### src/rtl/tt_um_example_alu_pkg.sv
// Shared definitions for the accumulator ALU: datapath width and opcode encoding.
package tt_um_example_alu_pkg;

  localparam int ALU_WIDTH = 4;

  typedef enum logic [2:0] {
    OP_PASS = 3'd0,
    OP_ADD  = 3'd1,
    OP_SUB  = 3'd2,
    OP_AND  = 3'd3,
    OP_OR   = 3'd4,
    OP_XOR  = 3'd5,
    OP_SHL  = 3'd6,
    OP_ROR  = 3'd7
  } opcode_t;

endpackage

### src/rtl/tt_um_example_alu_if.sv
// Command/result bundle between a controller and the accumulator ALU.
interface tt_um_example_alu_if
  import tt_um_example_alu_pkg::*;
#(
  parameter int WIDTH = ALU_WIDTH
) ();

  logic             ena;
  logic             ui_in;
  logic [WIDTH-1:0] in_data;
  logic [WIDTH-1:0] out_data;

  modport master (output ena, output ui_in, output in_data, input out_data);
  modport slave  (input ena, input ui_in, input in_data, output out_data);

endinterface

### src/rtl/tt_um_example_alu_core.sv
// Combinational ALU function y = f(op, a, b); all results wrap to WIDTH bits.
module alu4_core
  import tt_um_example_alu_pkg::*;
#(
  parameter int WIDTH = ALU_WIDTH
) (
  input  opcode_t          op,
  input  logic [WIDTH-1:0] a,
  input  logic [WIDTH-1:0] b,
  output logic [WIDTH-1:0] y
);

  logic [1:0]         sh;
  logic [2*WIDTH-1:0] rot;

  assign sh = b[1:0];
  // Rotating the doubled word right leaves the rotated value in the low half.
  assign rot = {a, a} >> sh;

  always_comb begin
    y = b;
    case (op)
      OP_PASS: y = b;
      OP_ADD:  y = a + b;
      OP_SUB:  y = a - b;
      OP_AND:  y = a & b;
      OP_OR:   y = a | b;
      OP_XOR:  y = a ^ b;
      OP_SHL:  y = a << sh;
      OP_ROR:  y = rot[WIDTH-1:0];
      default: y = b;
    endcase
  end

endmodule

### src/rtl/tt_um_example_alu.sv
// Accumulator ALU: opcode-load / execute commands strobed by ena, result held in ACC.
module tt_um_example_alu
  import tt_um_example_alu_pkg::*;
#(
  parameter int WIDTH = ALU_WIDTH
) (
  input  logic                clk,
  input  logic                reset,
  tt_um_example_alu_if.slave  bus
);

  logic [1:0]       sync_reg;
  logic             rst_sync_n;
  logic [WIDTH-1:0] acc_reg, acc_next;
  opcode_t          op_reg, op_next;
  logic [WIDTH-1:0] alu_y;

  // Assertion reaches the state registers at once; release waits two clk edges.
  always_ff @(posedge clk or negedge reset) begin
    if (!reset) begin
      sync_reg <= 2'b00;
    end else begin
      sync_reg <= {sync_reg[0], 1'b1};
    end
  end

  assign rst_sync_n = sync_reg[1];

  alu4_core #(.WIDTH(WIDTH)) u_core (
    .op (op_reg),
    .a  (acc_reg),
    .b  (bus.in_data),
    .y  (alu_y)
  );

  always_comb begin
    acc_next = acc_reg;
    op_next  = op_reg;
    if (bus.ena) begin
      if (bus.ui_in) begin
        acc_next = alu_y;
      end else begin
        op_next = opcode_t'(bus.in_data[2:0]);
      end
    end
  end

  always_ff @(posedge clk or negedge rst_sync_n) begin
    if (!rst_sync_n) begin
      acc_reg <= '0;
      op_reg  <= OP_PASS;
    end else begin
      acc_reg <= acc_next;
      op_reg  <= op_next;
    end
  end

  assign bus.out_data = acc_reg;

endmodule

### src/flat_wrapper.sv
// flat-port wrapper written by rule: the top's interface ports become plain ports
module tt_um_example_alu_flat import tt_um_example_alu_pkg::*;
#(
  parameter int WIDTH = ALU_WIDTH
)
  (clk, reset, bus_ena, bus_ui_in, bus_in_data, bus_out_data);
  tt_um_example_alu_if #(.WIDTH(WIDTH)) bus_i ();
  input  logic clk;
  input  logic reset;
  input wire logic [$bits(bus_i.ena)-1:0] bus_ena;
  input wire logic [$bits(bus_i.ui_in)-1:0] bus_ui_in;
  input wire logic [$bits(bus_i.in_data)-1:0] bus_in_data;
  output wire logic [$bits(bus_i.out_data)-1:0] bus_out_data;
  assign bus_i.ena = bus_ena;
  assign bus_i.ui_in = bus_ui_in;
  assign bus_i.in_data = bus_in_data;
  assign bus_out_data = bus_i.out_data;
  tt_um_example_alu #(.WIDTH(WIDTH)) u_core (.clk(clk), .reset(reset), .bus(bus_i));
endmodule
### config.mk
export PLATFORM = sky130hd
export DESIGN_NAME = tt_um_example_alu_flat
export DESIGN_NICKNAME = d
export VERILOG_FILES = /design/src/rtl/tt_um_example_alu_pkg.sv /design/src/rtl/tt_um_example_alu_if.sv /design/src/rtl/tt_um_example_alu_core.sv /design/src/rtl/tt_um_example_alu.sv /design/src/flat_wrapper.sv
export SDC_FILE = /design/constraint.sdc
export NUM_CORES = 1
export LEC_CHECK = 0
export ABC_AREA = 1
export CAP_MARGIN = 40
export CORE_ASPECT_RATIO = 1.25
export CORE_MARGIN = 10
export CORE_UTILIZATION = 50
export DETAILED_ROUTE_END_ITERATION = 8
export PLACE_DENSITY = 0.75
export SYNTH_ARGS = -nofsm -noshare
export SYNTH_HDL_FRONTEND = slang
export SYNTH_SLANG_ARGS = --single-unit
export TNS_END_PERCENT = 5
### constraint.sdc
create_clock -name clk -period 0.8 [get_ports clk]
set_input_delay 0.16 -clock clk [delete_from_list [all_inputs] [get_ports clk]]
set_output_delay 0.16 -clock clk [all_outputs]
set_load 0.005 [all_outputs]
Word-level counts from Yosys, hierarchy flattened
Index checks and enable logic that the tools add are counted.
- word-level logic and storage cells: 22
- register bits after elaboration: 9
- memory bits (writable): 0
- input bits: 8
- memories: 0
- latch bits: 0
- output and inout bits: 4
- ROM bits: 0
- add/subtract/negate cells: 2
- reductions and logical operators: 3
- bitwise operators: 4
- muxes and demuxes: 1
- shift operators: 2
- order comparisons: 0
- multiply operators: 0
- eq/ne operators: 7
- divide/modulo/power cells: 0
- operator list (operator ; count):
    4-bit one-hot mux with 8 select lines ; 1
    3-bit == test, second input constant ; 4
    8-bit by 2-bit >> shifter with 4-bit output ; 1
    3-bit by 2-bit == test with 1-bit output, second input constant ; 2
    4-bit adder ; 1
    4-bit bitwise AND ; 1
    4-bit bitwise OR ; 1
    2-bit AND reduction ; 2
    4-bit by 2-bit left shift with 4-bit output ; 1
    4-bit subtractor ; 1
    4-bit bitwise XOR ; 1
    3-bit by 1-bit == test with 1-bit output, second input constant ; 1
    3-bit zero test ; 1
    1-bit NOT ; 1

Logic depth before layout (Yosys ltp)
- depth in word-level cells: 2
- depth in mapped cells: 16
- mapped depth without buffers: 15

By module
A second synthesis with hierarchy kept.
- cells, all modules: 170
- area total of the unflattened synthesis: 1053.5 um2
- modules (own cells, without submodules) (module ; times used ; cells each ; area each (um2) ; sequential area each (um2)):
    alu4_core ; 1 ; 135 ; 711.9 ; 0.0
    tt_um_example_alu ; 1 ; 35 ; 341.6 ; 225.2

Least setup slack after synthesis
No wires, ideal clock.
- path type: reg2reg
- start: register u_core.op_reg[0]
- end: register u_core.acc_reg[3] (netlist: u_core.bus.out_data[3])
- data required time: 0.684 ns
- cell stages (with the launch flop): 15
- period minus slack after synthesis: 1.957 ns
- setup slack: -1.157 ns
- arrival time: 1.840 ns
- path through: dfrtp_1 buf_2 inv_2 nand3_2 o21ai_0 inv_1 ha_1 nand2_1 nor2_1 nor2_1 nand3_1 nand3_1 nand2_1 nand2_1 nand2_1
- cells in the longest elaborated chain, start to end: 2
- elaborated cells on any way between the ends: 9
- ends and longest elaborated chain (item ; RTL line ; text):
    start: declaration ; tt_um_example_alu.sv:15 ; opcode_t op_reg, op_next;
    start signal: assignment ; tt_um_example_alu.sv:54 ; op_reg <= op_next;
    3-bit == test (tied with other cells) ; tt_um_example_alu_core.sv:22 ; case (op)
    4-bit one-hot mux with 8 select lines * ; tt_um_example_alu_core.sv:22 ;
    end signal: assignment ; tt_um_example_alu.sv:53 ; acc_reg <= acc_next;
    end: declaration ; tt_um_example_alu.sv:14 ; logic [WIDTH-1:0] acc_reg, acc_next;
Every way passes the cells marked *; elsewhere a longest branch is shown, timed or not.
A chain may end at the register's enable or synchronous reset.

Worst setup path in the final report
Ends and elaborated chain as after synthesis.

==> summary.txt <==
Pwr
  • Final Power: 0.00287 W
  • Worst vdd ir: between 1.5 and 2 mV
  • Leak Pwr: about 0.84 nW
  • PwrDens: roughly 1900 mW/mm^2

Worst setup path
  • Critical path type: reg2reg
  • Worst path arrival time: 1.95 ns
  • Worst r2r path cells: 13
  • Required @ worst endpoint: 0.97 ns
  • Crit end category: flop
  • R2R Path Start: u_core.op_reg[0]
  • Max Fanout on Critical Path: 4
  • CP Launch Point: u_core.op_reg[0]
  • CP startpoint kind: flop

Clocking
  • Worst skew pair latency: around 0.28 ns
  • H-tree depth: 1
  • CTS sink cnt: 9
  • Worst-path clk slew: around 0.060 ns
  • CTS tree: built
  • CTS Buffer Depth: 2
  • Cts bufs inserted: 3
  • Root Buffer: clkbuf_4

Yosys
  • Sequential share of the synthesized area: approximately a fifth
  • Share of the synthesized area in the top cell type: a little over a fifth
  • Post-Syn Instances: 169
  • Area contributors post-synth: dfrtp_1, nand2_1, ha_1, nand3_1, inv_1
  • Yosys warning total: 0
  • Register bit total from synthesis: 9
  • Mapped cell area: between 0.001 and 0.0015 sq mm
  • Synth area leader: dfrtp_1
  • Mean post-synth cell area: between 6 and 7 sq um
  • Syn Nets: around 190
  • Synth cell types: 25

Floorplan
  • Die area: about 0.0044 sq mm
  • Die width: around 61 microns
  • Core Region: ~0.002 sq mm
  • Starting Density: ~53%
  • Site Rows: 18
  • Die height: 71.7 microns
  • Io pins: 12

Drt
  • WL met1: ~1.2 mm
  • WL met3: between 200 and 300 microns
  • Top routing layer used: met4
  • Drt via density: ~5.4
  • WL final: between 3 and 4 mm
  • DRT Pass-1 Iters: 4
  • DRC Markers: 0
  • Initial DRC count: 54
  • WL met2: roughly 1.6 mm
  • Routed via count: around 1200
  • Routed wire length per instance: approximately 14 microns
  • Post-route ant nets: 0

Place
  • Cells after DPL: 226
  • GPL Wtd Cong: 1.02
  • DP Area: about 0.0014 sq mm
  • Port Buffers: 11
  • DP HPWL: 2.57 mm
  • Place WS: -1.42 ns

GRT
  • Pin count of the biggest net entering global routing: 14
  • GRT Util Overall: between 15 and 20%
  • Global-route wire length before repair: 5.43 mm
  • Vias in the first global route: about 1300
  • Initial antenna violation count: 0
  • Gr ovfl total: 0

Timing
  • Unrepaired setup endpoints after global routing: true
  • Final Skew: 0.000876 ns
  • Fin worst setup slack: -0.981 ns
  • Period utilization: 223%
  • Final setup vio count: 11
  • FMAX: 0.562 GHz
  • Hold Vio Cnt, Final: 0
  • Final Max Tran Viols: 0
  • Post-route minimum period: roughly 1.8 ns
  • WHS: 0.0499 ns

Layout
  • Nets: ~230
  • Most common cell after layout, fill and taps aside: nand2_1
  • Finished Layout Cells: 230
  • # diodes: 0
  • Cell area after layout: about 0.0015 sq mm
  • Max reg flops: 4
  • Area grow syn2layout: 39.4%
  • Layout cells sized above 1: between 20% and 30%
  • Highest-count cells in the layout ignoring fill and taps: nand2_1, buf_4, inv_1
  • Fillers: around 170

Hold path
  • Hold Crit Class: in2async

Outcome
  • Outcome: complete, but fails checks
  • Failing checks: negative setup slack

Flow run
  • Max cap viols: 0
[worst max-delay path, cell delays in order, from the launching register on]
cell     delay, ns
dfrtp_1       0.41
inv_6         0.04
nand3_4       0.09
nand2_2       0.06
xor2_1        0.16
ha_1          0.34
nand2_1       0.11
nor2_2        0.04
nor2_2        0.12
nand3_1       0.09
nand3_2       0.07
nand2_1       0.05
nand2_1       0.05
nand2_1       0.05
[path summary, 6_finish.rpt]
path,to,slack (ns)
worst max-delay path,u_core.bus.out_data[3],-0.98
max in group asynchronous,u_core.op_reg[2],0.38
worst max register to register,u_core.bus.out_data[3],-0.98
worst min-delay path,u_core.sync_reg[1],0.05
min in group clk,u_core.sync_reg[1],0.39
worst min register to register,u_core.op_reg[1],0.14
[layer usage]
| layer | up-vias | track usage [%] |
|---|---|---|
| met2 | 53 | 26.8 |
| met3 | 7 | 4.23 |
| met5 | - | 0 |
| li1 | 619 | - |
| met4 | 0 | 7.63 |
| met1 | 569 | 16.7 |
[layout make-up]
class / instances / area [sq um] / share of cell area, %
multi-input combinational: 131 / 766 / 51.5
clock buffer: 4 / 26.3 / 1.77
sequential: 9 / 226 / 15.2
inverter: 27 / 109 / 7.32
tap: 20 / 25.0 / 1.68
timing repair buffer: 39 / 335 / 22.5
[synthesized netlist by cell type (all sizes together)]
cell / number
nand4: 3
o21a: 2
xor2: 1
nand3: 19
o21ai: 9
nand2: 59
o22ai: 2
nor2: 13
nand3b: 2
conb: 1
o211ai: 2
dfrtp: 9
xnor2: 1
ha: 13
nor3: 2
fa: 1
clkinv: 1
buf: 2
a21oi: 1
inv: 26
[where the power goes]
group / internal (W) / switching, W
sequential: 0.000542 / 0.0000838
clock: 0.000193 / 0.000178
combinational: 0.000905 / 0.000969
total: 0.00164 / 0.00123
[what timing repair did]
item / CTS / global route
gates resized for setup: 23 / 8
setup buffers: 0 / 0
setup endpoints to repair: 11 / 11
pin swaps: 5 / 4
hold buffers: 0 / 0
[per-stage QoR]
| stage | util [%] | TNS [ns] |
|---|---|---|
| final | 74.2 | -4.87 |
| after CTS | 73.5 | -5.10 |
| after floorplan | - | -3.25 |
| after global routing | 74.2 | -5.57 |
| after detailed placement | 71.2 | -7.60 |
| after global placement | 71.2 | -7.30 |
[kinds of logic (layout without fill, tap and decap cells)]
| group | after synthesis | count (layout) | synth area share, % |
|---|---|---|---|
| buf+inv | 29 | 70 | 10.4 |
| simple gates | 98 | 98 | 40.3 |
| fa+ha+maj | 14 | 14 | 17.1 |
| flops | 9 | 9 | 21.1 |
| xor+xnor | 2 | 2 | 1.64 |
| compound gates | 16 | 16 | 9.02 |
| other cells | 1 | 1 | 0.351 |
Note: power is estimated with default switching activity, not from simulation.
==> edit: new RTL, config.mk and constraints unchanged <==
Reset style: synchronous (`reset` and `rst_sync_n`), changed in 2 clocked blocks.
--- a/src/rtl/tt_um_example_alu.sv
+++ b/src/rtl/tt_um_example_alu.sv
@@ -16,7 +16,7 @@
   logic [WIDTH-1:0] alu_y;
 
   // Assertion reaches the state registers at once; release waits two clk edges.
-  always_ff @(posedge clk or negedge reset) begin
+  always_ff @(posedge clk) begin
     if (!reset) begin
       sync_reg <= 2'b00;
     end else begin
@@ -45,7 +45,7 @@
     end
   end
 
-  always_ff @(posedge clk or negedge rst_sync_n) begin
+  always_ff @(posedge clk) begin
     if (!rst_sync_n) begin
       acc_reg <= '0;
       op_reg  <= OP_PASS;
Behaviour: differs if reset is asserted again (counterexample within 4 cycles, from zero or initial values and one cycle with reset low); with reset held inactive, the same outputs for 10 cycles.
==> edit against the original RTL <==
- the flow still finishes with violations (negative setup slack)
- area after synthesis down 4.9%
- wire length down 8.3%
- critical path depth down 3
- final area is 7.0% lower
- critical endpoint is now u_core.bus.out_data[2]
- sequential cell count stayed put
- cell count down 4.8%
- fmax rose by 3.4%
- setup slack improved by 0.059 ns
- die area decreased by 3.4%
- sequential share of layout area down 1.6 points
Power is not compared: it rests on default switching activity, and its combinational part moved more than twofold at a synthesized area within 25%.
==> edit: results (changes against the original RTL) <==
Drt
  • Via count: 1194 (was 1248)
  • WL/cell: 13.05 um (was 13.55 um)
  • DR iter-0 viols: 58 (was 54)
  • WL met1: 1182 um (was 1159 um)
  • Routed length on met2: 1326 um (was 1622 um)
  • Met3 routed WL: 257 um (was 268 um)

Critical path
  • WP data arrival: 1.88 ns (was 1.95 ns)
  • Worst R2R Path Depth: 10 (was 13)
  • Crit path launch type: flop (unchanged)
  • Worst r2r dst: u_core.bus.out_data[2] (was u_core.bus.out_data[3])
  • Critical path required time: approximately 0.96 ns
  • RR Startpoint: u_core.op_reg[2] (was u_core.op_reg[0])
  • Critical path's slowest cell: dfxtp_2 (was dfrtp_1)
  • Slowest cell delay on critical path: 0.33 ns (was 0.41 ns)
  • Top delay family on crit path: simple AND/OR/NAND/NOR gates (unchanged)
  • CP max FO: 3 (was 4)

Synth
  • Asr flop ratio synth: 0% (was 100.0%)
  • Ys flop type: dfxtp_1 (was dfrtp_1)
  • Top cells by count, synth: 53 x nand2_1, 22 x inv_1, 14 x nand3_1 (was 59 x nand2_1, 20 x inv_1, 17 x nand3_1)
  • Ranking of synthesized cells by area: nand2_1 20%, dfxtp_1 18%, ha_1 16% (was dfrtp_1 21%, nand2_1 21%, ha_1 15%)
  • XOR/XNOR Fraction of Synth Area: 1.726% (was 1.641%)
  • Register area share after synthesis: 17.76% (was 21.10%)
  • Synth Area in Compound Gates: 14.06% (was 9.027%)
  • Syn nets: 189 (was 191)
  • Post-synth cell types: 23 (was 25)
  • Post-synthesis adder-cell area fraction: 18.00% (was 17.12%)
  • Post-synthesis average cell area: 6.076 um2 (was 6.315 um2)

Run status
  • Failing checks: negative setup slack (unchanged)
  • Status: complete, but fails checks (unchanged)

Layout
  • Layout cells sized above 1: 23.62% (was 26.19%)
  • Layout Cells excl Fill: 219 (was 230)
  • Diode count: 0 (unchanged)
  • Max reg flops: 4 (unchanged)
  • Fillers: 173 (unchanged)

Clock tree
  • Root Buffer: clkbuf_4 (unchanged)
  • Worst skew pair latency: 0.26 ns (was 0.28 ns)
  • PostCTS Resize Cnt: 20 (was 23)
  • Post-CTS Repair Setup Buffers: 1 (was 0)

Placed design
  • Inst Count DP: 214 (was 226)
  • GPL Wtd Cong: 0.9435 (was 1.018)
  • DP HPWL: 2261 um (was 2566 um)
  • IO Port Bufs: 11 (unchanged)
  • Placed Area: 1310 um2 (was 1428 um2)
  • Dpl ws: -1.369 ns (was -1.416 ns)

Global routing
  • Wire length of the first global-routing pass: 4947 um (was 5430 um)
  • Vias in the first global route: 1131 (was 1290)
  • Largest net degree at the start of global routing: 12 (was 14)
  • All-Layer GR Usage: 14.71% (was 15.61%)

STA
  • Final-report setup violation count: 11 (unchanged)
  • Worst Skew: 0.006750 ns (was 0.0008763 ns)
  • Fin Hold WS: 0.3550 ns (was 0.04986 ns)
  • Setup tns final: -4.312 ns (was -4.874 ns)
  • Final Worst Setup Slack: -0.9216 ns (was -0.9809 ns)
  • Slew margin rel.: 84.76%

Worst hold path
  • Hold WC Path Type: in -> reg (was in -> async)
  • Worst hold stages: 5

Power and ir drop
  • Worst vdd ir: around 0.00091 V
## edit: cell type report
class / count / area [um2] / share of cell area [%]
clock buffer: 4 / 26.28 / 1.899
tap: 20 / 25.02 / 1.808
inverter: 25 / 93.84 / 6.781
multi-input combinational: 129 / 762.0 / 55.06
timing repair buffer: 32 / 287.8 / 20.80
sequential: 9 / 188.9 / 13.65
## edit: where the power goes
| part | internal (mW) | total, mW | leakage, nW | switching, mW |
|---|---|---|---|---|
| clock network | 0.192 | 0.352 | 0.0150 | 0.160 |
| registers | 0.463 | 0.477 | 0.0763 | 0.0139 |
| logic | 0.224 | 0.482 | 0.628 | 0.258 |
| total | 0.879 | 1.31 | 0.720 | 0.432 |
## edit: layer usage
| metal | global-route usage, % | vias up |
|---|---|---|
| met5 | 0 | - |
| met3 | 3.436 | 13 |
| met4 | 7.000 | 0 |
| met2 | 22.71 | 53 |
| met1 | 18.17 | 516 |
| li1 | - | 612 |
